File: src/rtl/fire_sched.sv
// Multi-channel ignition scheduler: per-channel delay-then-dwell coil drive with abort on sync loss.
// Optional dwell clamp with sticky overdwell flag is enabled by defining FIRE_SCHED_OVERDWELL_EN.
module fire_sched #(
  parameter int             NCH       = 4,
  parameter int             TW        = 16,
  parameter logic [TW-1:0]  MAX_DWELL = 16'd12000,
  localparam int            CW        = (NCH > 1) ? $clog2(NCH) : 1
) (
  input  logic           clk,
  input  logic           reset,
  input  logic           synced,
  input  logic           arm_valid,
  input  logic [CW-1:0]  arm_ch,
  input  logic [TW-1:0]  arm_delay,
  input  logic [TW-1:0]  arm_dwell,
  output logic           arm_ready,
  output logic [NCH-1:0] ign,
  output logic [NCH-1:0] busy,
  output logic [NCH-1:0] fired,
  output logic           overdwell
);

  typedef enum logic [1:0] {
    IDLE  = 2'd0,
    WAIT  = 2'd1,
    DWELL = 2'd2
  } ch_state_t;

  ch_state_t        state_r [NCH];
  ch_state_t        state_s [NCH];
  logic [TW-1:0]    cnt_r   [NCH];
  logic [TW-1:0]    cnt_s   [NCH];
  logic [TW-1:0]    dwell_r [NCH];
  logic [TW-1:0]    dwell_s [NCH];
  logic [NCH-1:0]   ign_r, busy_r, fired_r;
  logic [NCH-1:0]   ign_s, busy_s, fired_s;
  logic             overdwell_r;
  logic             arm_ready_s;
  logic             accept_s;
  logic [TW-1:0]    dwell_ld_s;
  logic             od_set_s;

  // Arm handshake: only an idle target channel with valid crank sync can take a request
  always_comb begin
    arm_ready_s = 1'b0;
    for (int i = 0; i < NCH; i++) begin
      if (arm_ch == CW'(i)) begin
        arm_ready_s = synced && !reset && (state_r[i] == IDLE);
      end else begin
        arm_ready_s = arm_ready_s;
      end
    end
    accept_s = arm_valid && arm_ready_s;
  end

`ifdef FIRE_SCHED_OVERDWELL_EN
  // Dwell clamp: oversize requests are shortened and flagged
  always_comb begin
    if (arm_dwell > MAX_DWELL) begin
      dwell_ld_s = MAX_DWELL;
      od_set_s   = accept_s;
    end else begin
      dwell_ld_s = arm_dwell;
      od_set_s   = 1'b0;
    end
  end
`else
  logic [TW-1:0] unused_max_dwell_s;
  assign unused_max_dwell_s = MAX_DWELL;

  // Dwell passes through untouched when clamping is not built in
  always_comb begin
    dwell_ld_s = arm_dwell;
    od_set_s   = 1'b0;
  end
`endif

  // Per-channel next state: WAIT counts delay to 0, DWELL counts dwell-1 to 0
  always_comb begin
    for (int i = 0; i < NCH; i++) begin
      state_s[i] = state_r[i];
      cnt_s[i]   = cnt_r[i];
      dwell_s[i] = dwell_r[i];
      fired_s[i] = 1'b0;
      if (!synced) begin
        state_s[i] = IDLE;
        cnt_s[i]   = {TW{1'b0}};
      end else begin
        case (state_r[i])
          IDLE: begin
            // a zero dwell is accepted but leaves the channel idle
            if (accept_s && (arm_ch == CW'(i)) && (dwell_ld_s != {TW{1'b0}})) begin
              state_s[i] = WAIT;
              cnt_s[i]   = arm_delay;
              dwell_s[i] = dwell_ld_s;
            end else begin
              state_s[i] = IDLE;
            end
          end
          WAIT: begin
            if (cnt_r[i] == {TW{1'b0}}) begin
              state_s[i] = DWELL;
              cnt_s[i]   = dwell_r[i] - {{(TW-1){1'b0}}, 1'b1};
            end else begin
              cnt_s[i]   = cnt_r[i] - {{(TW-1){1'b0}}, 1'b1};
            end
          end
          DWELL: begin
            if (cnt_r[i] == {TW{1'b0}}) begin
              state_s[i] = IDLE;
              fired_s[i] = 1'b1;
            end else begin
              cnt_s[i]   = cnt_r[i] - {{(TW-1){1'b0}}, 1'b1};
            end
          end
          default: begin
            state_s[i] = IDLE;
            cnt_s[i]   = {TW{1'b0}};
          end
        endcase
      end
      ign_s[i]  = (state_s[i] == DWELL);
      busy_s[i] = (state_s[i] != IDLE);
    end
  end

  // State, counters and registered outputs; reset wins over abort and arm
  always_ff @(posedge clk) begin
    if (reset) begin
      for (int i = 0; i < NCH; i++) begin
        state_r[i] <= IDLE;
        cnt_r[i]   <= {TW{1'b0}};
        dwell_r[i] <= {TW{1'b0}};
      end
      ign_r       <= {NCH{1'b0}};
      busy_r      <= {NCH{1'b0}};
      fired_r     <= {NCH{1'b0}};
      overdwell_r <= 1'b0;
    end else begin
      for (int i = 0; i < NCH; i++) begin
        state_r[i] <= state_s[i];
        cnt_r[i]   <= cnt_s[i];
        dwell_r[i] <= dwell_s[i];
      end
      ign_r       <= ign_s;
      busy_r      <= busy_s;
      fired_r     <= fired_s;
      overdwell_r <= overdwell_r | od_set_s;
    end
  end

  assign arm_ready = arm_ready_s;
  assign ign       = ign_r;
  assign busy      = busy_r;
  assign fired     = fired_r;
  assign overdwell = overdwell_r;

endmodule
File: config.mk
export PLATFORM = sky130hd
export DESIGN_NAME = fire_sched
export DESIGN_NICKNAME = d
export VERILOG_FILES = /design/src/rtl/fire_sched.sv
export SDC_FILE = /design/constraint.sdc
export NUM_CORES = 1
export LEC_CHECK = 0
export ABC_AREA = 1
export BUFFER_PORTS_ARGS = -buffer_cell sky130_fd_sc_hd__buf_2
export CORE_UTILIZATION = 40
export CTS_CLUSTER_SIZE = 10
export DETAILED_ROUTE_END_ITERATION = 10
export PLACE_DENSITY = 0.52
export SLEW_MARGIN = 25
export SYNTH_ARGS = -nofsm -noshare
export SYNTH_HDL_FRONTEND = slang
export SYNTH_SLANG_ARGS = --single-unit
File: constraint.sdc
create_clock -name clk -period 2 [get_ports clk]
set_input_delay 0.4 -clock clk [delete_from_list [all_inputs] [get_ports clk]]
set_output_delay 0.4 -clock clk [all_outputs]
set_load 0.005 [all_outputs]
==> results of run 1 <==
[repair_timing]
item,CTS,global route
hold buffers,0,0
gates resized for setup,0,10
setup endpoints to repair,0,30
[cell usage in the layout (no fill, tap or decap), types with 6 or more instances in the layout]
| master | netlist | routed |
|---|---|---|
| nor3_1 | 6 | 6 |
| buf_4 | 2 | 72 |
| a21oi_1 | 120 | 120 |
| o21ai_0 | 80 | 79 |
| nor2_1 | 229 | 227 |
| nor2_2 | 8 | 9 |
| nand3_1 | 198 | 197 |
| clkbuf_16 | 0 | 17 |
| buf_2 | 10 | 50 |
| dfxtp_1 | 148 | 148 |
| nand4_1 | 15 | 15 |
| inv_1 | 152 | 151 |
| nand3b_1 | 8 | 8 |
| clkinv_2 | 0 | 6 |
| ha_1 | 11 | 11 |
| xnor2_1 | 14 | 14 |
| nand2_1 | 482 | 481 |
| xor2_1 | 36 | 36 |
[worst reg2reg max path: cells and delay by family (launching register included)]
family | cells | cell delay [ps]
flip-flops | 1 | 340
AND/OR/NAND/NOR | 9 | 1120
buffers and inverters | 1 | 190
AO/OA/AOI/OAI | 1 | 70
[cell families (layout without fill, tap and decap cells)]
kind of cell | after synthesis | count (layout)
simple gates | 963 | 963
compound gates | 214 | 214
buf+inv | 205 | 318
flops | 148 | 148
xor+xnor | 50 | 50
fa+ha+maj | 11 | 11
other cells | 1 | 2
[per-layer routing]
layer	global-route usage	vias up	wire, µm	share of wire
met2	0.4396	189	14720	0.46
met4	0.06396	0	379	0.012
met5	0	-	0	0
li1	-	5297	-	-
met3	0.04099	26	1273	0.040
met1	0.3577	4599	15310	0.48
[metrics by stage]
stage / setup TNS, ps / utilization / cell area [µm²] / std cells / hold WS, ps
floorplan: 0 / - / 9567 / 1592 / 439.0
global placement: -35.19 / 0.4522 / 10620 / 1992 / 451.0
detailed placement: -90.15 / 0.4522 / 10620 / 1992 / 455.7
CTS: 0 / 0.4758 / 11170 / 2024 / 265.9
global route: -25.28 / 0.4770 / 11200 / 2024 / 289.6
finish: 0 / 0.4771 / 11200 / 2025 / 279.4
[layout make-up]
| type | count | area [µm²] |
|---|---|---|
| fill | 2592 | 12270 |
| multi-input combinational | 1239 | 5784 |
| sequential | 148 | 2963 |
| timing repair buffer | 128 | 902.1 |
| inverter | 158 | 594.3 |
| clock buffer | 19 | 442.9 |
| tap | 319 | 399.1 |
| clock inverter | 13 | 110.1 |
| antenna | 1 | 2.502 |
[final timing paths]
check             cells after the start                      from                   endpoint  slack (ps)
hold / removal                        3                    synced   state_r[0][0]$_SDFF_PP0_         280
setup / recovery                      7  state_r[1][0]$_SDFF_PP0_                  arm_ready         120
setup reg to reg                     11  cnt_r[1][7]$_SDFFE_PP0P_  cnt_r[1][12]$_SDFFE_PP0P_         160
hold reg to reg                       2  cnt_r[0][0]$_SDFFE_PP0P_   cnt_r[0][0]$_SDFFE_PP0P_         470
[report_power, final]
part | switching [W] | leakage (nW) | internal (W)
clock network | 0.00136 | 0.261 | 0.00174
registers | 0.0000668 | 1.20 | 0.00302
logic | 0.00101 | 3.88 | 0.000568
total | 0.00244 | 5.34 | 0.00532
[sequential cells by signal, summed over array words and instances (netlist names)]
| register | cells |
|---|---|
| cnt_r | 64 |
| dwell_r | 64 |
| state_r | 8 |
| busy | 4 |
| fired | 4 |
| ign | 4 |
[synth_stat cells, types with 2 or more instances]
library cell / n / area (µm²)
dfxtp_1: 148 / 2963
xor2_1: 36 / 315.3
nor2_2: 8 / 50.05
o211ai_1: 2 / 15.01
and2_1: 2 / 12.51
o21a_1: 2 / 15.01
or2_2: 2 / 12.51
inv_2: 5 / 18.77
nor2_1: 229 / 859.6
ha_1: 11 / 137.6
buf_6: 7 / 78.83
buf_2: 10 / 50.05
clkbuf_1: 27 / 101.4
o21ai_1: 3 / 15.01
nand2_1: 482 / 1809
nand4_1: 15 / 93.84
nor2_4: 3 / 33.78
nand3_2: 3 / 30.03
o21ai_4: 3 / 48.80
nand3_1: 198 / 991.0
nor3_1: 6 / 30.03
buf_4: 2 / 15.01
nand3b_1: 8 / 60.06
xnor2_1: 14 / 122.6
nand2_2: 3 / 18.77
inv_1: 152 / 570.6
a21oi_1: 120 / 600.6
o21ai_0: 80 / 400.4
==> metrics.md, run 1 <==
| Metric | Value |
|---|---|
| Xor and xnor area share after synthesis | `0.04578` |
| Register area share after synthesis | `0.3097` |
| Post-synthesis compound-gate area fraction | `0.1184` |
| Vias | `10,110` |
| CTS H-tree depth | `4` |
| Async S/R FF share, synth | `0` |
| Post-Synth Simple-Gate Area | `0.4234` |
| # rows | `56` |
| Share of cells above drive strength 1 | `0.1144` |
| CTS tree | `built` |
| Max Transition Viols Final | `0` |
| Cts bufs inserted | `17` |
| MaxCap Viol Count | `0` |
| Static Leak | `5.338 nW` |
| Ys Warns | `0` |
| Crit path required time | `1600 ps` |
| Worst Skew | `9.539 ps` |
| Peak VDD IR | `0.0005131 V` |
| RSZ-0062 raised after global routing | `yes` |
| Synth Area in Adders | `0.01439` |
| Clock Sinks | `148` |
| Die width | `156.7 µm` |
| Iter 0 DRT Violations | `800` |
| Power Total | `0.007763 W` |
| Count of final setup violators | `0` |
| DRC viols | `0` |
| Initial core utilization | `0.4076` |
| Via-per-instance ratio | `4.993` |
| Critical Path Max Stage Delay | `320 ps` |
| Delay-heaviest family, CP | `flip-flops` |
| Final setup margin | `124.2 ps` |
| # port buffers | `50` |
| CP max stage cell | `dfxtp_1` |
| Crit path cell chain | `nor2_2 -> buf_4 -> nand2_1 -> nand2_1 -> nand2_1 -> a21oi_1 -> buf_2` |
| Grt ovf | `0` |
| Status | `finished, final reports clean` |
| Post-Syn Area | `9567 µm²` |
| Hold WC Path Type | `input port to flip-flop` |
| Syn-to-layout area delta | `17.05%` |
| Routed WL | `31,680 µm` |
| All-layer global routing usage | `0.2650` |
| IO Pins | `52` |
| CP endpoint kind | `primary output` |
| Syn Area/Cell | `6.009 µm²` |
| Main combinational cell family by area after synthesis | `simple AND/OR/NAND/NOR gates` |
| Worst skew pair latency | `430 ps` |
| Nets | `1,741` |
| Antenna Violating Nets Remaining | `0` |
| F_max | `533.1 MHz` |
| Data arrival, critical path | `1480 ps` |
| Unique masters post-synth | `39` |
| Clock root buffer | `clkbuf_16` |
| First-pass GRT wire length | `49,470 µm` |
| Final worst-path cycle share | `0.9379` |
| EDFF count, synth | `0` |
| Vias in the first global route | `9,254` |
| Clock buffer depth | `2` |
| Most used cell, CP | `nand2_1` |
| Fraction of synthesized area in multiplexers | `0` |
| Final Critical Period | `1876 ps` |
| WL per Instance | `15.65 µm` |
| Mapped Nets | `1,641` |
| TritonRoute pass-1 iters | `6` |
| Initial antenna violation count | `0` |
| Post-CTS setup buffers | `0` |
| Synth Flop Type | `dfxtp_1` |
| Largest net degree at the start of global routing | `67` |
| Core outline area | `23,470 µm²` |
| Count of buffer and inverter cells on the critical path | `2` |
| Cells after synthesis | `1,592` |
| P per Cell Area | `693.3 nW/µm²` |
| Final hold vios | `0` |
| Die Ht | `156.7 µm` |
| Yosys reg bits | `148` |
| Clock-pin slew on the worst setup and hold paths | `60 ps` |
| Die ar. | `24,540 µm²` |
| Crit path kind | `flip-flop to primary output` |
| Dpl ws | `-87.55 ps` |
| GP Congestion | `0.8646` |
| Crit-path max FO | `2` |
| Hpwl dp | `23,710 µm` |
| Startpoint types | `flip-flop` |
Power figures use the tool's default switching activity.
==> inputs of run 2 (changes only) <==
--- a/config.mk
+++ b/config.mk
@@ -8,6 +8,7 @@
 export ABC_AREA = 1
 export BUFFER_PORTS_ARGS = -buffer_cell sky130_fd_sc_hd__buf_2
 export CORE_UTILIZATION = 40
+export CTS_BUF_LIST = sky130_fd_sc_hd__clkbuf_4 sky130_fd_sc_hd__clkbuf_8 sky130_fd_sc_hd__clkbuf_16
 export CTS_CLUSTER_SIZE = 10
 export DETAILED_ROUTE_END_ITERATION = 10
 export PLACE_DENSITY = 0.52
==> run 2 against run 1 <==
Clock power about the same. Largest power group unchanged. Die area did not move. Highest routed layer unchanged. Flip-flop and latch count stayed put.
==> metrics.md, run 2 (synthesis results as in run 1) <==
| Metric | Value |
|---|---|
| Initial antenna violation count | `0 (unchanged)` |
| # rows | `56 (unchanged)` |
| Share of cells above drive strength 1 | `0.1150 (+0.0005865)` |
| Final hold vios | `0 (unchanged)` |
| Commonest cells after routing, fill and taps aside | `481 x nand2_1, 227 x nor2_1, 197 x nand3_1` |
| All-layer global routing usage | `0.2650 (unchanged)` |
| Worst Skew | `10.26 ps (+0.7250 ps)` |
| Syn-to-layout area delta | `17.09% (about the same)` |
| Sequential Power Share | `0.397 (about the same)` |
| Clock power frac | `0.400 (about the same)` |
| Switching share of power | `0.3132 (-0.0008795)` |
| Final worst-path cycle share | `0.9398 (+0.001881)` |
| Max Transition Viols Final | `0 (unchanged)` |
| Post-CTS setup buffers | `0 (unchanged)` |
| Count of buffer and inverter cells on the critical path | `2 (unchanged)` |
| Die Ht | `156.7 µm (unchanged)` |
| Clock root buffer | `clkbuf_16` |
| Vias | `10,130 (+0.14%)` |
| Final Critical Period | `1880 ps (+3.762 ps)` |
| Count of final setup violators | `0 (unchanged)` |
| Crit-path max FO | `2 (unchanged)` |
| MaxCap Viol Count | `0 (unchanged)` |
| Worst skew pair latency | `430 ps (about the same)` |
| Internal power | `0.005338 W (+0.24%)` |
| Final design utilization | `0.4772 (about the same)` |
| Hpwl dp | `23,710 µm (unchanged)` |
| Crit path kind | `flip-flop to primary output` |
| DRC viols | `0 (unchanged)` |
| Combinational Power Share | `0.203 (about the same)` |
| Critical Path Max Stage Delay | `320 ps (about the same)` |
| Die width | `156.7 µm (unchanged)` |
| Status | `finished, final reports clean` |
| CTS H-tree depth | `4 (unchanged)` |
| Via-per-instance ratio | `5.000 (+0.14%)` |
| Antenna Violating Nets Remaining | `0 (unchanged)` |
| NetSw | `0.002434 W (-0.17%)` |
| WL per Instance | `15.66 µm (about the same)` |
| Hold WC Path Type | `input port to flip-flop` |
| GP Congestion | `0.8646 (unchanged)` |
| F_max | `532.0 MHz (-0.20%)` |
| TritonRoute pass-1 iters | `7 (+1)` |
| First-pass GRT wire length | `49,470 µm (unchanged)` |
| Cts bufs inserted | `17 (unchanged)` |
| Startpoint types | `flip-flop` |
| Crit path required time | `1600 ps (about the same)` |
| Static Leak | `5.342 nW (about the same)` |
| CP endpoint kind | `primary output` |
| Register-to-Register Path Depth | `11 (unchanged)` |
| Routed WL | `31,700 µm (about the same)` |
| Data arrival, critical path | `1480 ps (about the same)` |
| Grt ovf | `0 (unchanged)` |
| Clock-pin slew on the worst setup and hold paths | `60 ps (about the same)` |
| Peak VDD IR | `0.0005171 V (+0.78%)` |
| P per Cell Area | `693.8 nW/µm² (about the same)` |
| Iter 0 DRT Violations | `781 (-2.4%)` |
| Die ar. | `24,540 µm² (unchanged)` |
| Delay-heaviest family, CP | `flip-flops` |
| CTS tree | `built` |
| RSZ-0062 raised after global routing | `yes` |
| Core outline area | `23,470 µm² (unchanged)` |
| Nets | `1,741 (unchanged)` |
| Vias in the first global route | `9,254 (unchanged)` |
| Clock Sinks | `148 (unchanged)` |
| Clock buffer depth | `2 (unchanged)` |
| IO Pins | `52 (unchanged)` |
| Most used cell, CP | `nand2_1` |
| Largest regs | `cnt_r x64, dwell_r x64, state_r x8` |
| CP max stage cell | `dfxtp_1` |
| Leading cell type in the layout, fill and taps excluded | `nand2_1` |
| Hold Path Stages | `3 (unchanged)` |
| CP Depth | `7 (unchanged)` |
| Initial core utilization | `0.4076 (unchanged)` |
| Crit path cell chain | `nor2_2 -> buf_4 -> nand2_1 -> nand2_1 -> nand2_1 -> a21oi_1 -> buf_2` |
| # port buffers | `50 (unchanged)` |
| Power Total | `0.007772 W (+0.11%)` |
| Largest net degree at the start of global routing | `67 (unchanged)` |
run 2: cell counts in the layout (fill, tap and decap cells not counted):
No cell type changed its count.
run 2: power groups by stage:
stage          Sequential, W  Clock, W  Combinational, W
6_report             0.00309   0.00311           0.00157
5_1_grt              0.00310   0.00328           0.00178
4_1_cts              0.00309   0.00316           0.00157
3_5_place_dp         0.00315         0           0.00156
3_3_place_gp         0.00315         0           0.00156
2_1_floorplan        0.00313         0           0.00107
run 2: cell type report:
class                   count  area (µm²)
fillers                  2592       12270
multi-input cells        1239        5784
flip-flops and latches    148        2963
repair buffers            128       902.1
inverters                 158       594.3
clock buffers              19       446.7
well taps                 319       399.1
clock inverters            13       110.1
diodes                      1       2.502
run 2: routing by layer:
metal  global-route usage  wire length [µm]  vias up
met2               0.4396             14750      165
met4              0.06396               384        0
li1                     -                 -     5297
met1               0.3577             15520     4640
met3              0.04099              1049       23
met5                    0                 0        -
run 2: per-stage QoR:
step	worst slack, ps	area (µm²)	TNS, ps	hold WS (ps)	std cells
after detailed placement	-87.55	10620	-90.15	455.7	1992
after global placement	-35.19	10620	-35.19	451.0	1992
final	120.4	11200	0	275.4	2025
after floorplan	125.9	9567	0	439.0	1592
after global routing	-18.06	11200	-25.28	289.5	2024
after CTS	47.79	11170	0	265.8	2024
run 2: timing repair:
| action | CTS | global route |
|---|---|---|
| hold buffers | 0 | 0 |
| gates resized for setup | 0 | 10 |
| setup endpoints to repair | 0 | 30 |
| endpoints found under the hold margin | 0 | 0 |
run 2: tightest hold or removal path, cell delays in order:
cell,delay [ps]
buf_2,130
nand2_1,80
nor2_1,50
run 2: worst paths after layout:
| check | from | end | slack (ps) |
|---|---|---|---|
| worst max register to register | cnt_r[1][7]$_SDFFE_PP0P_ | cnt_r[1][12]$_SDFFE_PP0P_ | 160 |
| worst min-delay path | synced | state_r[0][0]$_SDFF_PP0_ | 280 |
| worst min register to register | cnt_r[0][0]$_SDFFE_PP0P_ | cnt_r[0][0]$_SDFFE_PP0P_ | 470 |
| worst max-delay path | state_r[1][0]$_SDFF_PP0_ | arm_ready | 120 |
